[src/rtl/prog_load_pkg.sv]
// Shared types and constants for the boot-time program loader.
package prog_load_pkg;

  typedef enum logic [2:0] {
    IDLE,
    RECV,
    WRITE,
    DONE,
    ERROR
  } state_e;

  localparam logic [31:0] END_WORD_DEFAULT = 32'h0000_0FFF;
  localparam int          BYTES_PER_WORD   = 4;
  localparam int          BIDX_W           = $clog2(BYTES_PER_WORD);

endpackage

[src/rtl/prog_load_word_asm.sv]
// Packs accepted UART bytes MSB-first into 32-bit words and flags the byte that
// completes a word.
module prog_load_word_asm
  import prog_load_pkg::*;
(
  input  logic              clk_i,
  input  logic              rst_ni,
  input  logic              clr_i,
  input  logic              byte_vld_i,
  input  logic [7:0]        byte_i,
  output logic [31:0]       word_o,
  output logic [31:0]       word_nxt_o,
  output logic [BIDX_W-1:0] byte_idx_o,
  output logic              word_valid_o
);

  logic [31:0]       shreg_q, shreg_d;
  logic [BIDX_W-1:0] idx_q, idx_d;

  always_comb begin
    shreg_d = shreg_q;
    idx_d   = idx_q;
    if (clr_i) begin
      shreg_d = '0;
      idx_d   = '0;
    end else if (byte_vld_i) begin
      shreg_d = {shreg_q[23:0], byte_i};
      idx_d   = idx_q + BIDX_W'(1);
    end
  end

  always_ff @(posedge clk_i) begin
    if (!rst_ni) begin
      shreg_q <= '0;
      idx_q   <= '0;
    end else begin
      shreg_q <= shreg_d;
      idx_q   <= idx_d;
    end
  end

  // word_nxt_o lets the controller classify the word on the cycle its last byte
  // arrives, so the write request follows one cycle later.
  assign word_o       = shreg_q;
  assign word_nxt_o   = {shreg_q[23:0], byte_i};
  assign byte_idx_o   = idx_q;
  assign word_valid_o = byte_vld_i && !clr_i && (idx_q == BIDX_W'(BYTES_PER_WORD - 1));

endmodule

[src/rtl/prog_load_ctrl.sv]
// Boot-time program loader: UART bytes -> instruction memory words, core held in
// reset until the end marker. Define PROG_LOAD_TIMEOUT_EN for the inter-byte timeout.
module prog_load_ctrl
  import prog_load_pkg::*;
#(
  parameter int          ADDR_W         = 14,
  parameter int          MAX_WORDS      = 16384,
  parameter logic [31:0] END_WORD       = END_WORD_DEFAULT,
  parameter int          TIMEOUT_CYCLES = 100000
) (
  input  logic              clk_i,
  input  logic              rst_ni,
  input  logic              prog_en_i,
  input  logic              rx_valid_i,
  input  logic [7:0]        rx_data_i,
  output logic              rx_ready_o,
  output logic              mem_req_o,
  output logic              mem_we_o,
  output logic [ADDR_W-1:0] mem_addr_o,
  output logic [31:0]       mem_wdata_o,
  input  logic              mem_gnt_i,
  output logic              core_rst_no,
  output logic              busy_o,
  output logic              done_o,
  output logic              err_o,
  output logic [ADDR_W:0]   word_cnt_o
);

  state_e            state_q, state_d;
  logic [ADDR_W:0]   addr_q, addr_d;
  logic              accept;
  logic              word_valid;
  logic [31:0]       word, word_nxt;
  logic [BIDX_W-1:0] byte_idx;
  logic              timeout;

  assign rx_ready_o = (state_q == RECV);
  assign accept     = rx_valid_i && rx_ready_o;

  prog_load_word_asm u_word_asm (
    .clk_i        (clk_i),
    .rst_ni       (rst_ni),
    .clr_i        (state_q == IDLE),
    .byte_vld_i   (accept),
    .byte_i       (rx_data_i),
    .word_o       (word),
    .word_nxt_o   (word_nxt),
    .byte_idx_o   (byte_idx),
    .word_valid_o (word_valid)
  );

`ifdef PROG_LOAD_TIMEOUT_EN
  logic [31:0] tmo_q, tmo_d;
  logic        tmo_run;

  // Only a partially received word is timed; idle time between words is free.
  assign tmo_run = (state_q == RECV) && (byte_idx != '0) && !accept;
  assign tmo_d   = tmo_run ? tmo_q + 32'd1 : 32'd0;
  assign timeout = tmo_run && (tmo_q == 32'(TIMEOUT_CYCLES - 1));

  always_ff @(posedge clk_i) begin
    if (!rst_ni) tmo_q <= '0;
    else         tmo_q <= tmo_d;
  end
`else
  logic unused_timeout;

  assign timeout        = 1'b0;
  assign unused_timeout = ^{byte_idx, (TIMEOUT_CYCLES == 0)};
`endif

  always_comb begin
    state_d     = state_q;
    addr_d      = addr_q;
    mem_req_o   = 1'b0;
    mem_wdata_o = '0;
    core_rst_no = 1'b0;
    busy_o      = 1'b0;
    done_o      = 1'b0;
    err_o       = 1'b0;
    case (state_q)
      IDLE: begin
        if (prog_en_i) begin
          state_d = RECV;
          addr_d  = '0;
        end
      end
      RECV: begin
        busy_o = 1'b1;
        if (word_valid) begin
          if (word_nxt == END_WORD)                           state_d = DONE;
          else if (addr_q == (ADDR_W+1)'(MAX_WORDS))          state_d = ERROR;
          else                                                state_d = WRITE;
        end else if (timeout) begin
          state_d = ERROR;
        end
      end
      WRITE: begin
        busy_o      = 1'b1;
        mem_req_o   = 1'b1;
        mem_wdata_o = word;
        if (mem_gnt_i) begin
          addr_d  = addr_q + (ADDR_W+1)'(1);
          state_d = RECV;
        end
      end
      DONE: begin
        done_o      = 1'b1;
        core_rst_no = 1'b1;
      end
      ERROR: begin
        err_o = 1'b1;
      end
      default: state_d = IDLE;
    endcase
  end

  always_ff @(posedge clk_i) begin
    if (!rst_ni) begin
      state_q <= IDLE;
      addr_q  <= '0;
    end else begin
      state_q <= state_d;
      addr_q  <= addr_d;
    end
  end

  assign mem_we_o   = mem_req_o;
  assign mem_addr_o = addr_q[ADDR_W-1:0];
  assign word_cnt_o = addr_q;

endmodule

[config.mk]
export PLATFORM = sky130hd
export DESIGN_NAME = prog_load_ctrl
export DESIGN_NICKNAME = d
export VERILOG_FILES = /design/src/rtl/prog_load_pkg.sv /design/src/rtl/prog_load_word_asm.sv /design/src/rtl/prog_load_ctrl.sv
export SDC_FILE = /design/constraint.sdc
export NUM_CORES = 1
export LEC_CHECK = 0
export ABC_AREA = 0
export BUFFER_PORTS_ARGS = -buffer_cell sky130_fd_sc_hd__buf_4
export CAP_MARGIN = 20
export CORE_ASPECT_RATIO = 0.9
export CORE_MARGIN = 10
export CORE_UTILIZATION = 55
export DETAILED_ROUTE_END_ITERATION = 12
export PLACE_DENSITY = 0.87
export SKIP_LAST_GASP = 1
export SYNTH_ARGS = -nofsm -noshare
export SYNTH_HDL_FRONTEND = slang
export SYNTH_SLANG_ARGS = --single-unit
[constraint.sdc]
create_clock -name clk_i -period 3.95 [get_ports clk_i]
set_input_delay 0.9875 -clock clk_i [delete_from_list [all_inputs] [get_ports clk_i]]
set_output_delay 0.9875 -clock clk_i [all_outputs]
set_load 0.02 [all_outputs]
* Yosys cells after proc, flatten, opt, wreduce, memory -nomap -nowiden
Index checks and enable logic that the tools add are counted.
Storage, ports and cells: input bits 13, output and inout bits 68, logic and storage cells 43, register bits after elaboration 52
Operators by class: muxes and demuxes 14, equal/unequal tests 10, reductions and logical operators 11, bitwise logic cells 2, add/sub/neg operators 2
Operators with widths (number):
- 32-bit by 12-bit equality test with 1-bit output, second input constant | 1
- 32-bit two-way mux | 1
- 15-bit two-way mux | 2
- 15-bit case mux with 2 select lines | 1
- 15-bit by 1-bit adder with 15-bit output, second input constant | 1
- 15-bit equality test, second input constant | 1
- 3-bit two-way mux | 5
- 3-bit case mux with 4 select lines | 1
- 3-bit by 2-bit equality test with 1-bit output, second input constant | 2
- 2-bit OR reduction | 3
- 1-bit two-way mux | 4
- 2-bit != test, second input constant | 2
- 4-bit AND reduction | 1
- 3-bit by 1-bit equality test with 1-bit output, second input constant | 1
- 3-bit equality test, second input constant | 1
- 1-bit logical AND | 3
- 3-bit logical NOT | 1
- 3-bit AND reduction | 1
- 2-bit by 1-bit adder with 2-bit output, second input constant | 1
- 2-bit equality test, second input constant | 1
- 2-bit by 1-bit != test with 1-bit output, second input constant | 1
- 1-bit NOT | 2
- 2-bit nonzero test | 1
- 1-bit logical NOT | 1

* Longest topological paths before layout
Gate-level depths: netlist of run 1.
depth after elaboration 6, mapped depth 7, gate-level depth less buffers 6

* Modules after synthesis
Synthesis of run 1 repeated with hierarchy kept, for this count alone.
Unflattened totals: cell total of the unflattened synthesis 328, area, all modules 2912.8 µm²
Modules (own cells, without submodules):
- prog_load_word_asm | cells an instance 145, area each 1522.7 µm², times used 1, sequential area each 680.7 µm²
- prog_load_ctrl | cells an instance 183, area each 1390.1 µm², times used 1, sequential area each 360.3 µm²

* Worst setup path after synthesis of run 1
OpenSTA, ideal clock, no wires.
kind reg2out, start point register state_q[1], end point output mem_wdata_o[22], data required time 2.963 ns, path slack 1.328 ns, data arrival time 1.635 ns, stages on the path, launching flop included 6, path buffers 2, path through dfxtp_1 clkbuf_1 nand2b_1 nor2_1 clkbuf_1 and2_1
Between the ends: word-level cells in the longest chain between the ends 2
Ends and longest elaborated chain:
- start: declaration | RTL line prog_load_ctrl.sv:29 | state_e state_q, state_d;
- start signal: assignment | RTL line prog_load_ctrl.sv:123 | state_q <= state_d;
- 3-bit by 2-bit equality test with 1-bit output | RTL line prog_load_ctrl.sv:81 | case (state_q)
- 32-bit two-way mux | RTL line prog_load_ctrl.sv:81
- end: declaration | RTL line prog_load_ctrl.sv:20 | output logic [31:0] mem_wdata_o,
Every way passes these cells.

* Final worst setup path of run 1
start point register state_q[1], end point output mem_wdata_o[21]
The elaborated chain is that of the path after synthesis.

==> summary.md, run 1 <==
• CP Class: flip-flop to output pin
• ant diodes: 0
• Period Utilization, post-route: 0.730
• pin count of the biggest net entering global routing: 37
• row cnt: 23
• syn nets: 344
• worst slew pin tran: 581 ps
• critical path arrival: 1900 ps
• GP Congestion: 0.861
• Pwr Density: 278 mW/mm²
• final-layout setup total negative slack: 0 ps
• Fmax: 347 MHz
• global route overflow: 0
• critical path launch point type: flip-flop
• first-pass GRT wire length: 11200 µm
• layout cell share with drive strength beyond 1: 0.256
• worst supply voltage drop on vdd: 0.200 mV
• count of endpoints failing setup in the final report: 0
• reg2reg path depth: 5
• min setup slack post-route: 1070 ps
• clock transition at the register clock pins on the worst setup and hold paths after CTS: 90 ps
• run status: completed
• Initial Util: 0.574
• post-synthesis to final-layout area growth: 24.6%
• tightest hold margin: 454 ps
• worst-skew pair later-pin latency: 300 ps
• worst reg2reg path startpoint: state_q[0]
• DP Wirelength: 5060 µm
• Synth Cell Area: 0.00258 mm²
• share of the synthesized area in the top cell type: 0.404
• clock tree from TritonCTS: done
• setup repair after global routing missed its margin: no
• number of hold-repair buffers added at the cts stage: 0
• end point of the critical path: mem_wdata_o[21]
• width of the die: 92.2 µm
• total setup buffers inserted after CTS: 0
• worst flop-to-flop path endpoint: state_q[1]
• Core ar.: 0.00449 mm²
• detailed-route via count: 2401
• critical path capture point type: output pin
• wire length per cell after detailed routing: 15.2 µm
• min-delay worst type: flip-flop to flip-flop
• area leader, netlist: sky130_fd_sc_hd__dfxtp_1
• count of input and output buffers: 80
• total wire length after detailed routing: 6800 µm
• asr flop ratio synth: 0
• skew final: 7.49 ps
• required time at the worst-slack endpoint: 2960 ps
• overall track demand over capacity in global routing: 0.168
• number of antenna violations at the first check in global routing: 0
• io pins: 81
• mean post-synth cell area: 7.86 µm²
• Worst path max stage delay: 530 ps
• clock tree sinks: 52
• proportion of synthesized chip area in sequential cells: 0.404
• max-slew headroom at the worst pin: 0.612
• via-per-instance ratio: 5.36
• Post-CTS Resized: 0
• layout net count: 402
• detailed router's first-iteration violation count: 204
• number of global-route vias before repair: 2249
• commonest cells in the netlist: 79 x sky130_fd_sc_hd__nand2_1, 52 x sky130_fd_sc_hd__dfxtp_1, 36 x sky130_fd_sc_hd__a21oi_1
• final count of hold timing violations: 0
• DRC: 0
• clock period minus worst slack: 2880 ps
• Max clock buf depth: 2
• setup slack, reg-to-reg: 1920 ps
• post-route ant nets: 0
• Die Footprint: 0.00783 mm²
• number of enable flip-flop cells after synthesis: 0
• minimum setup slack after placement: 1380 ps
• unique cell type count in the Yosys netlist: 41
• instance count of the mapped netlist: 328
• crit path max-delay cell type: sky130_fd_sc_hd__dfxtp_1
• launching instance or port of the critical path: state_q[1]
• die extent in y: 85.0 µm
• Synth Register Bits: 52
• root buffer cell: sky130_fd_sc_hd__clkbuf_8
• total leakage power: 1.28 nW
• maximum level of the CTS H-tree: 2
• total CTS buffers: 5
• cells along the critical path: nand2b_1 > nor2_1 > buf_4 > and2_1 > buf_4
• max-slew violations: 0
• detailed-routing iteration count for the pre-antenna-repair pass: 5
• main flop type after synthesis: sky130_fd_sc_hd__dfxtp_1
• Worst path most repeated cell: sky130_fd_sc_hd__buf_4
• biggest fanout along the worst timing path: 32
• Total Power Consumption: 0.894 mW
• most repeated cell in the gate-level netlist after synthesis: sky130_fd_sc_hd__nand2_1
• most area-consuming cells after synthesis: sky130_fd_sc_hd__dfxtp_1 40%, sky130_fd_sc_hd__nand2_1 11%, sky130_fd_sc_hd__and2_1 8.0%, sky130_fd_sc_hd__a21oi_1 7.0%, sky130_fd_sc_hd__buf_4 4.7%
• max-cap check violation count: 0
• Yosys warnings: 0
[per-layer routing]
layer	vias to the layer above	GRT usage	wire length [µm]
met5	-	0	0
met4	0	0.0574	82
met3	7	0.0387	482
met2	93	0.277	3390
met1	1094	0.210	2850
li1	1207	-	-
[final cells by class]
type | instances | area (µm²)
multi-input cells | 237 | 1330
fillers | 381 | 1270
flip-flops and latches | 52 | 1040
repair buffers | 84 | 651
clock buffers | 6 | 82.6
well taps | 62 | 77.6
inverters | 6 | 22.5
clock inverters | 1 | 8.76
[placed cells by master, fill, tap and decap left out, drive strengths merged, types with 4 or more instances in the layout]
master  instances
a21oi          36
and2           33
buf            84
clkbuf          6
dfxtp          52
inv             6
nand2          79
nand3           6
nand4           7
nor2           15
nor4            6
nor4b           4
or4             6
xnor2           5
xor2            4
[metrics by stage]
stage | cell area [µm²] | util | std cells
after floorplan | 2580 | - | 328
after global placement | 3100 | 0.690 | 440
after detailed placement | 3100 | 0.690 | 440
after CTS | 3190 | 0.710 | 447
after global routing | 3210 | 0.716 | 448
final | 3210 | 0.716 | 448
[registers in the layout, summed over array words and instances (netlist names)]
name and flops:
u_word_asm.byte_idx_o 2, state_q 3, u_word_asm.word_o 32, word_cnt_o 15
[worst min-delay path by stage]
stage	cells past startpoint	slack [ps]	from	endpoint
finish	2	450	u_word_asm.word_o[26]	u_word_asm.word_o[26]
global route	2	470	u_word_asm.word_o[30]	u_word_asm.word_o[30]
CTS	2	460	u_word_asm.word_o[29]	u_word_asm.word_o[29]
detailed placement	2	440	u_word_asm.word_o[29]	u_word_asm.word_o[29]
floorplan	2	430	u_word_asm.word_o[24]	u_word_asm.word_o[24]
global placement	2	440	u_word_asm.word_o[29]	u_word_asm.word_o[29]
[kinds of logic (layout without fill, tap and decap cells)]
kind of cell / Yosys count / after routing / synth area share
flip-flops: 52 / 52 / 0.404
adder cells (fa/ha/maj): 3 / 3 / 0.0146
multiplexers: 3 / 3 / 0.0121
XOR/XNOR: 9 / 9 / 0.0306
AO/OA/AOI/OAI: 49 / 49 / 0.107
buffers and inverters: 39 / 97 / 0.0854
AND/OR/NAND/NOR: 173 / 173 / 0.346
[critical path, delay by kind of cell (launching register included)]
kind          cells  cell delay (ps)
simple gates      3              610
buf+inv           2              450
flops             1              530
[power by group]
| group | switching [mW] | total [mW] | internal (mW) |
|---|---|---|---|
| Combinational | 0.0376 | 0.0612 | 0.0236 |
| Clock | 0.164 | 0.303 | 0.140 |
| Sequential | 0.00384 | 0.530 | 0.526 |
| Total | 0.205 | 0.894 | 0.689 |
Power figures use the tool's default switching activity.
==> run 2, diff against run 1 <==
--- a/config.mk
+++ b/config.mk
@@ -10,9 +10,9 @@
 export CAP_MARGIN = 20
 export CORE_ASPECT_RATIO = 0.9
 export CORE_MARGIN = 10
-export CORE_UTILIZATION = 55
+export CORE_UTILIZATION = 46
 export DETAILED_ROUTE_END_ITERATION = 12
-export PLACE_DENSITY = 0.87
+export PLACE_DENSITY = 0.78
 export SKIP_LAST_GASP = 1
 export SYNTH_ARGS = -nofsm -noshare
 export SYNTH_HDL_FRONTEND = slang
==> constraint.sdc (replaced) <==
create_clock -name clk_i -period 2.4 [get_ports clk_i]
set_input_delay 0.6 -clock clk_i [delete_from_list [all_inputs] [get_ports clk_i]]
set_output_delay 0.6 -clock clk_i [all_outputs]
set_load 0.02 [all_outputs]
==> run 2 against run 1 <==
Global-route usage decreased by 1.9 points. Via count increased by 0.58%. Utilization decreased by 11 points. Combinational power up 61%. Worst hold slack about the same.
==> summary.md, run 2 (synthesis gave the netlist of run 1 again) <==
• run status: completed
• detailed router's first-iteration violation count: 166
• worst supply voltage drop on vdd: 0.267 mV
• number of antenna violations at the first check in global routing: 0
• critical path arrival: 1620 ps
• Total Power Consumption: 1.47 mW
• leading cell type in the layout, fill and taps excluded: sky130_fd_sc_hd__buf_4
• Core ar.: 0.00535 mm²
• width of the die: 98.9 µm
• footprint of the multi-input gates: 0.00134 mm²
• total leakage power: 1.28 nW
• final count of hold timing violations: 0
• layout cell share with drive strength beyond 1: 0.270
• max-slew violations: 0
• DRC: 0
• via-per-instance ratio: 5.30
• Pwr Density: 455 mW/mm²
• post-route ant nets: 0
• clock transition at the register clock pins on the worst setup and hold paths after CTS: 100 ps
• setup slack, reg-to-reg: 380 ps
• ant diodes: 0
• maximum level of the CTS H-tree: 2
• Max clock buf depth: 2
• critical path launch point type: flip-flop
• max-slew headroom at the worst pin: 0.700
• endpoint of the worst hold path: u_word_asm.word_o[24]
• tightest hold margin: 454 ps
• worst slew pin tran: 446 ps
• number of hold-repair buffers added at the cts stage: 0
• post-synthesis to final-layout area growth: 25.0%
• worst flop-to-flop path endpoint: word_cnt_o[11]
• origin of the worst min-delay path: u_word_asm.word_o[24]
• count of endpoints failing setup in the final report: 0
• min setup slack post-route: 179 ps
• first-pass GRT wire length: 11500 µm
• io pins: 81
• detailed-route via count: 2415
• biggest fanout along the worst timing path: 11
• wire length per cell after detailed routing: 15.2 µm
• required time at the worst-slack endpoint: 1800 ps
• GP Congestion: 0.832
• final-layout setup total negative slack: 0 ps
• minimum setup slack after placement: 329 ps
• root buffer cell: sky130_fd_sc_hd__clkbuf_8
• clock tree from TritonCTS: done
• worst-skew pair later-pin latency: 300 ps
• GR Layer Usage met2: 0.246
• max-cap check violation count: 0
• fillers: 508
• most frequent cells in the layout: 86 x sky130_fd_sc_hd__buf_4, 79 x sky130_fd_sc_hd__nand2_1, 50 x sky130_fd_sc_hd__dfxtp_1
• skew final: 7.35 ps
• Placement Cell Area: 0.00313 mm²
• clock tree sinks: 52
• pin count of the biggest net entering global routing: 35
• total CTS buffers: 5
• cell depth of the worst min-delay path: 2
• global routing met1 resource utilization: 0.181
• die extent in y: 91.0 µm
• fin area: 0.00322 mm²
• setup repair after global routing missed its margin: no
• Die Footprint: 0.00900 mm²
• Initial Util: 0.482
• global route overflow: 0
• reg2reg path depth: 4
• number of global-route vias before repair: 2376
• layout net count: 404
• row cnt: 25
• Largest register FFs: 32
• worst reg2reg path startpoint: state_q[0]
• final standard cell utilization of the core: 0.603
• DP Wirelength: 5250 µm
• total wire length after detailed routing: 6940 µm
• count of non-filler cells in the finished layout: 456
• min-delay worst type: flip-flop to flip-flop
• Fmax: 450 MHz
• Period Utilization, post-route: 0.925
• critical path capture point type: output pin
• CP Class: flip-flop to output pin
• overall track demand over capacity in global routing: 0.148
• detailed-routing iteration count for the pre-antenna-repair pass: 4
• count of input and output buffers: 80
• post-placement cell count: 448
• global-route met3 utilization: 0.0462
• GRT Max-Usage Layer: met2
• clock period minus worst slack: 2220 ps
• register area: 0.00104 mm²
-- run 2: changes by cell type in the layout (fill, tap and decap cells not counted), sizes merged --
cell,previous run,this run
buf,84,86
clkinvlp,0,1
-- run 2: worst max path at each step --
stage                     from              end  slack [ps]
finish              state_q[0]           busy_o         180
global route        state_q[1]  mem_wdata_o[15]          60
floorplan           state_q[1]  mem_wdata_o[22]         170
detailed placement  state_q[0]           busy_o         330
CTS                 state_q[1]  mem_wdata_o[20]          30
global placement    state_q[0]           busy_o         350
-- run 2: layout make-up --
| type | instances | share of cell area |
|---|---|---|
| sequential | 52 | 0.324 |
| inverter | 6 | 0.00699 |
| tap | 67 | 0.0260 |
| multi-input combinational | 237 | 0.415 |
| clock buffer | 6 | 0.0225 |
| timing repair buffer | 86 | 0.200 |
| clock inverter | 2 | 0.00505 |
-- run 2: layer usage --
metal,part of all wire,wire length [µm],vias up
li1,-,-,1214
met1,0.43,3010,1148
met2,0.50,3470,51
met3,0.062,428,2
met4,0.0042,29,0
met5,0,0,-
-- run 2: critical path: stages (launching register included) --
cell and delay [ps]:
sky130_fd_sc_hd__dfxtp_1 600, sky130_fd_sc_hd__nor3b_2 410, sky130_fd_sc_hd__or2_2 180, sky130_fd_sc_hd__buf_4 130
-- run 2: what timing repair did --
item / CTS / global route
resized for setup: 1 / 2
setup endpoints to repair: 1 / 27
setup buffers: 0 / 0
hold endpoints to repair: 0 / 0
-- run 2: power breakdown --
group          leakage [nW]  total [mW]  internal (mW)  switching [mW]
Combinational         0.814      0.0987         0.0368          0.0620
Clock                0.0414       0.496          0.208           0.288
Sequential            0.420       0.872          0.865         0.00687
Total                  1.28        1.47           1.11           0.357
==> run 3, diff against run 2 <==
--- a/config.mk
+++ b/config.mk
@@ -6,7 +6,7 @@
 export NUM_CORES = 1
 export LEC_CHECK = 0
 export ABC_AREA = 0
-export BUFFER_PORTS_ARGS = -buffer_cell sky130_fd_sc_hd__buf_4
+export BUFFER_PORTS_ARGS = -buffer_cell sky130_fd_sc_hd__buf_2
 export CAP_MARGIN = 20
 export CORE_ASPECT_RATIO = 0.9
 export CORE_MARGIN = 10
==> run 3 against run 2 <==
Fmax shrank 3.3%. Largest power group unchanged. Cell count shrank 0.44%. Sequential share of layout area grew 1.6 points. Clock power grew 41%. Via count shrank 1.9%. Clock skew is essentially flat. First-iteration DRC count shrank 4.2%. Sequential cell count is the same. Critical path depth grew 2.
==> summary.md, run 3 (synthesis gave the netlist of run 1 again) <==
• run status: completed
• layout cell share with drive strength beyond 1: 0.264
• Total Power Consumption: 1.66 mW
• overall track demand over capacity in global routing: 0.141
• width of the die: 98.9 µm
• min-delay worst type: flip-flop to flip-flop
• wire length per cell after detailed routing: 15.0 µm
• DP Wirelength: 5050 µm
• detailed-route via count: 2369
• final-layout setup total negative slack: 0 ps
• max-slew headroom at the worst pin: 0.666
• post-route ant nets: 0
• Fmax: 435 MHz
• number of global-route vias before repair: 2148
• Pwr Density: 542 mW/mm²
• setup repair after global routing missed its margin: no
• critical path capture point type: output pin
• max-cap check violation count: 0
• leading cell type in the layout, fill and taps excluded: sky130_fd_sc_hd__buf_2
• required time at the worst-slack endpoint: 1800 ps
• Largest register FFs: 32
• CP Class: flip-flop to output pin
• footprint of the multi-input gates: 0.00134 mm²
• detailed router's first-iteration violation count: 159
• layout net count: 403
• Post-CTS Resized: 0
• count of endpoints failing setup in the final report: 0
• global route overflow: 0
• final count of hold timing violations: 0
• clock tree sinks: 52
• first-pass GRT wire length: 10800 µm
• origin of the worst min-delay path: u_word_asm.word_o[30]
• root buffer cell: sky130_fd_sc_hd__clkbuf_8
• Die Footprint: 0.00900 mm²
• total CTS buffers: 5
• die extent in y: 91.0 µm
• row cnt: 25
• number of antenna violations at the first check in global routing: 0
• io pins: 81
• fillers: 494
• worst supply voltage drop on vdd: 0.242 mV
• Placement Cell Area: 0.00293 mm²
• fin area: 0.00307 mm²
• final standard cell utilization of the core: 0.573
• worst reg2reg path startpoint: state_q[0]
• total wire length after detailed routing: 6820 µm
• tightest hold margin: 457 ps
• reg2reg path depth: 4
• GP Congestion: 0.860
• DRC: 0
• post-synthesis to final-layout area growth: 18.9%
• detailed-routing iteration count for the pre-antenna-repair pass: 4
• setup slack, reg-to-reg: 350 ps
• endpoint of the worst hold path: u_word_asm.word_o[30]
• worst-skew pair later-pin latency: 300 ps
• register area: 0.00104 mm²
• most frequent cells in the layout: 80 x sky130_fd_sc_hd__buf_2, 79 x sky130_fd_sc_hd__nand2_1, 51 x sky130_fd_sc_hd__dfxtp_1
• clock transition at the register clock pins on the worst setup and hold paths after CTS: 90 ps
• pin count of the biggest net entering global routing: 37
• Max clock buf depth: 2
• critical path launch point type: flip-flop
• Initial Util: 0.482
• via-per-instance ratio: 5.22
• clock period minus worst slack: 2300 ps
• clock tree from TritonCTS: done
• worst flop-to-flop path endpoint: word_cnt_o[11]
• cell depth of the worst min-delay path: 2
• critical path arrival: 1700 ps
• count of input and output buffers: 80
• ant diodes: 0
• biggest fanout along the worst timing path: 33
• skew final: 7.45 ps
• total leakage power: 1.29 nW
• worst slew pin tran: 501 ps
• max-slew violations: 0
• Core ar.: 0.00535 mm²
• total setup buffers inserted after CTS: 0
• number of hold-repair buffers added at the cts stage: 0
• maximum level of the CTS H-tree: 2
• Period Utilization, post-route: 0.957
==> run 3: changes by cell type in the layout (fill, tap and decap cells not counted), sizes merged <==
cell	change
buf	-1
bufinv	+2
clkbuf	-1
clkinv	-1
clkinvlp	-1
==> run 3: worst max path at each step <==
stage | end | slack [ps] | startpoint | cells after the start
detailed placement | mem_wdata_o[22] | 350 | state_q[1] | 5
global placement | word_cnt_o[13] | 400 | mem_gnt_i | 5
CTS | mem_wdata_o[22] | 30 | state_q[1] | 5
global route | mem_wdata_o[18] | 30 | state_q[2] | 5
floorplan | mem_wdata_o[22] | 170 | state_q[1] | 5
finish | mem_wdata_o[14] | 100 | state_q[2] | 5
==> run 3: stage by stage <==
step	cells	setup WS, ps
finish	454	104
floorplan	328	165
global route	454	30.4
CTS	454	27.0
detailed placement	447	348
global placement	447	398
==> run 3: layer usage <==
metal,track usage,vias to the layer above,share of wire
li1,-,1216,-
met1,0.180,1099,0.47
met2,0.223,48,0.47
met3,0.0402,6,0.052
met4,0.0453,0,0.013
met5,0,-,0
==> run 3: cell type report <==
| type | count | area share |
|---|---|---|
| Clock buffer | 5 | 0.0224 |
| Clock inverter | 2 | 0.0196 |
| Inverter | 6 | 0.00734 |
| Multi-Input combinational cell | 237 | 0.437 |
| Sequential cell | 52 | 0.340 |
| Tap cell | 67 | 0.0273 |
| Timing Repair Buffer | 85 | 0.147 |
==> run 3: worst max-delay path, stage by stage, from the launching register on <==
cell,delay [ps]
sky130_fd_sc_hd__dfxtp_1,550
sky130_fd_sc_hd__nand2b_1,270
sky130_fd_sc_hd__nor2_4,80
sky130_fd_sc_hd__buf_12,180
sky130_fd_sc_hd__and2_1,160
sky130_fd_sc_hd__buf_2,160
==> run 3: power by group <==
part	internal, mW	switching, mW	leakage, nW
clock network	0.411	0.287	0.0642
registers	0.865	0.00732	0.420
logic	0.0298	0.0630	0.806
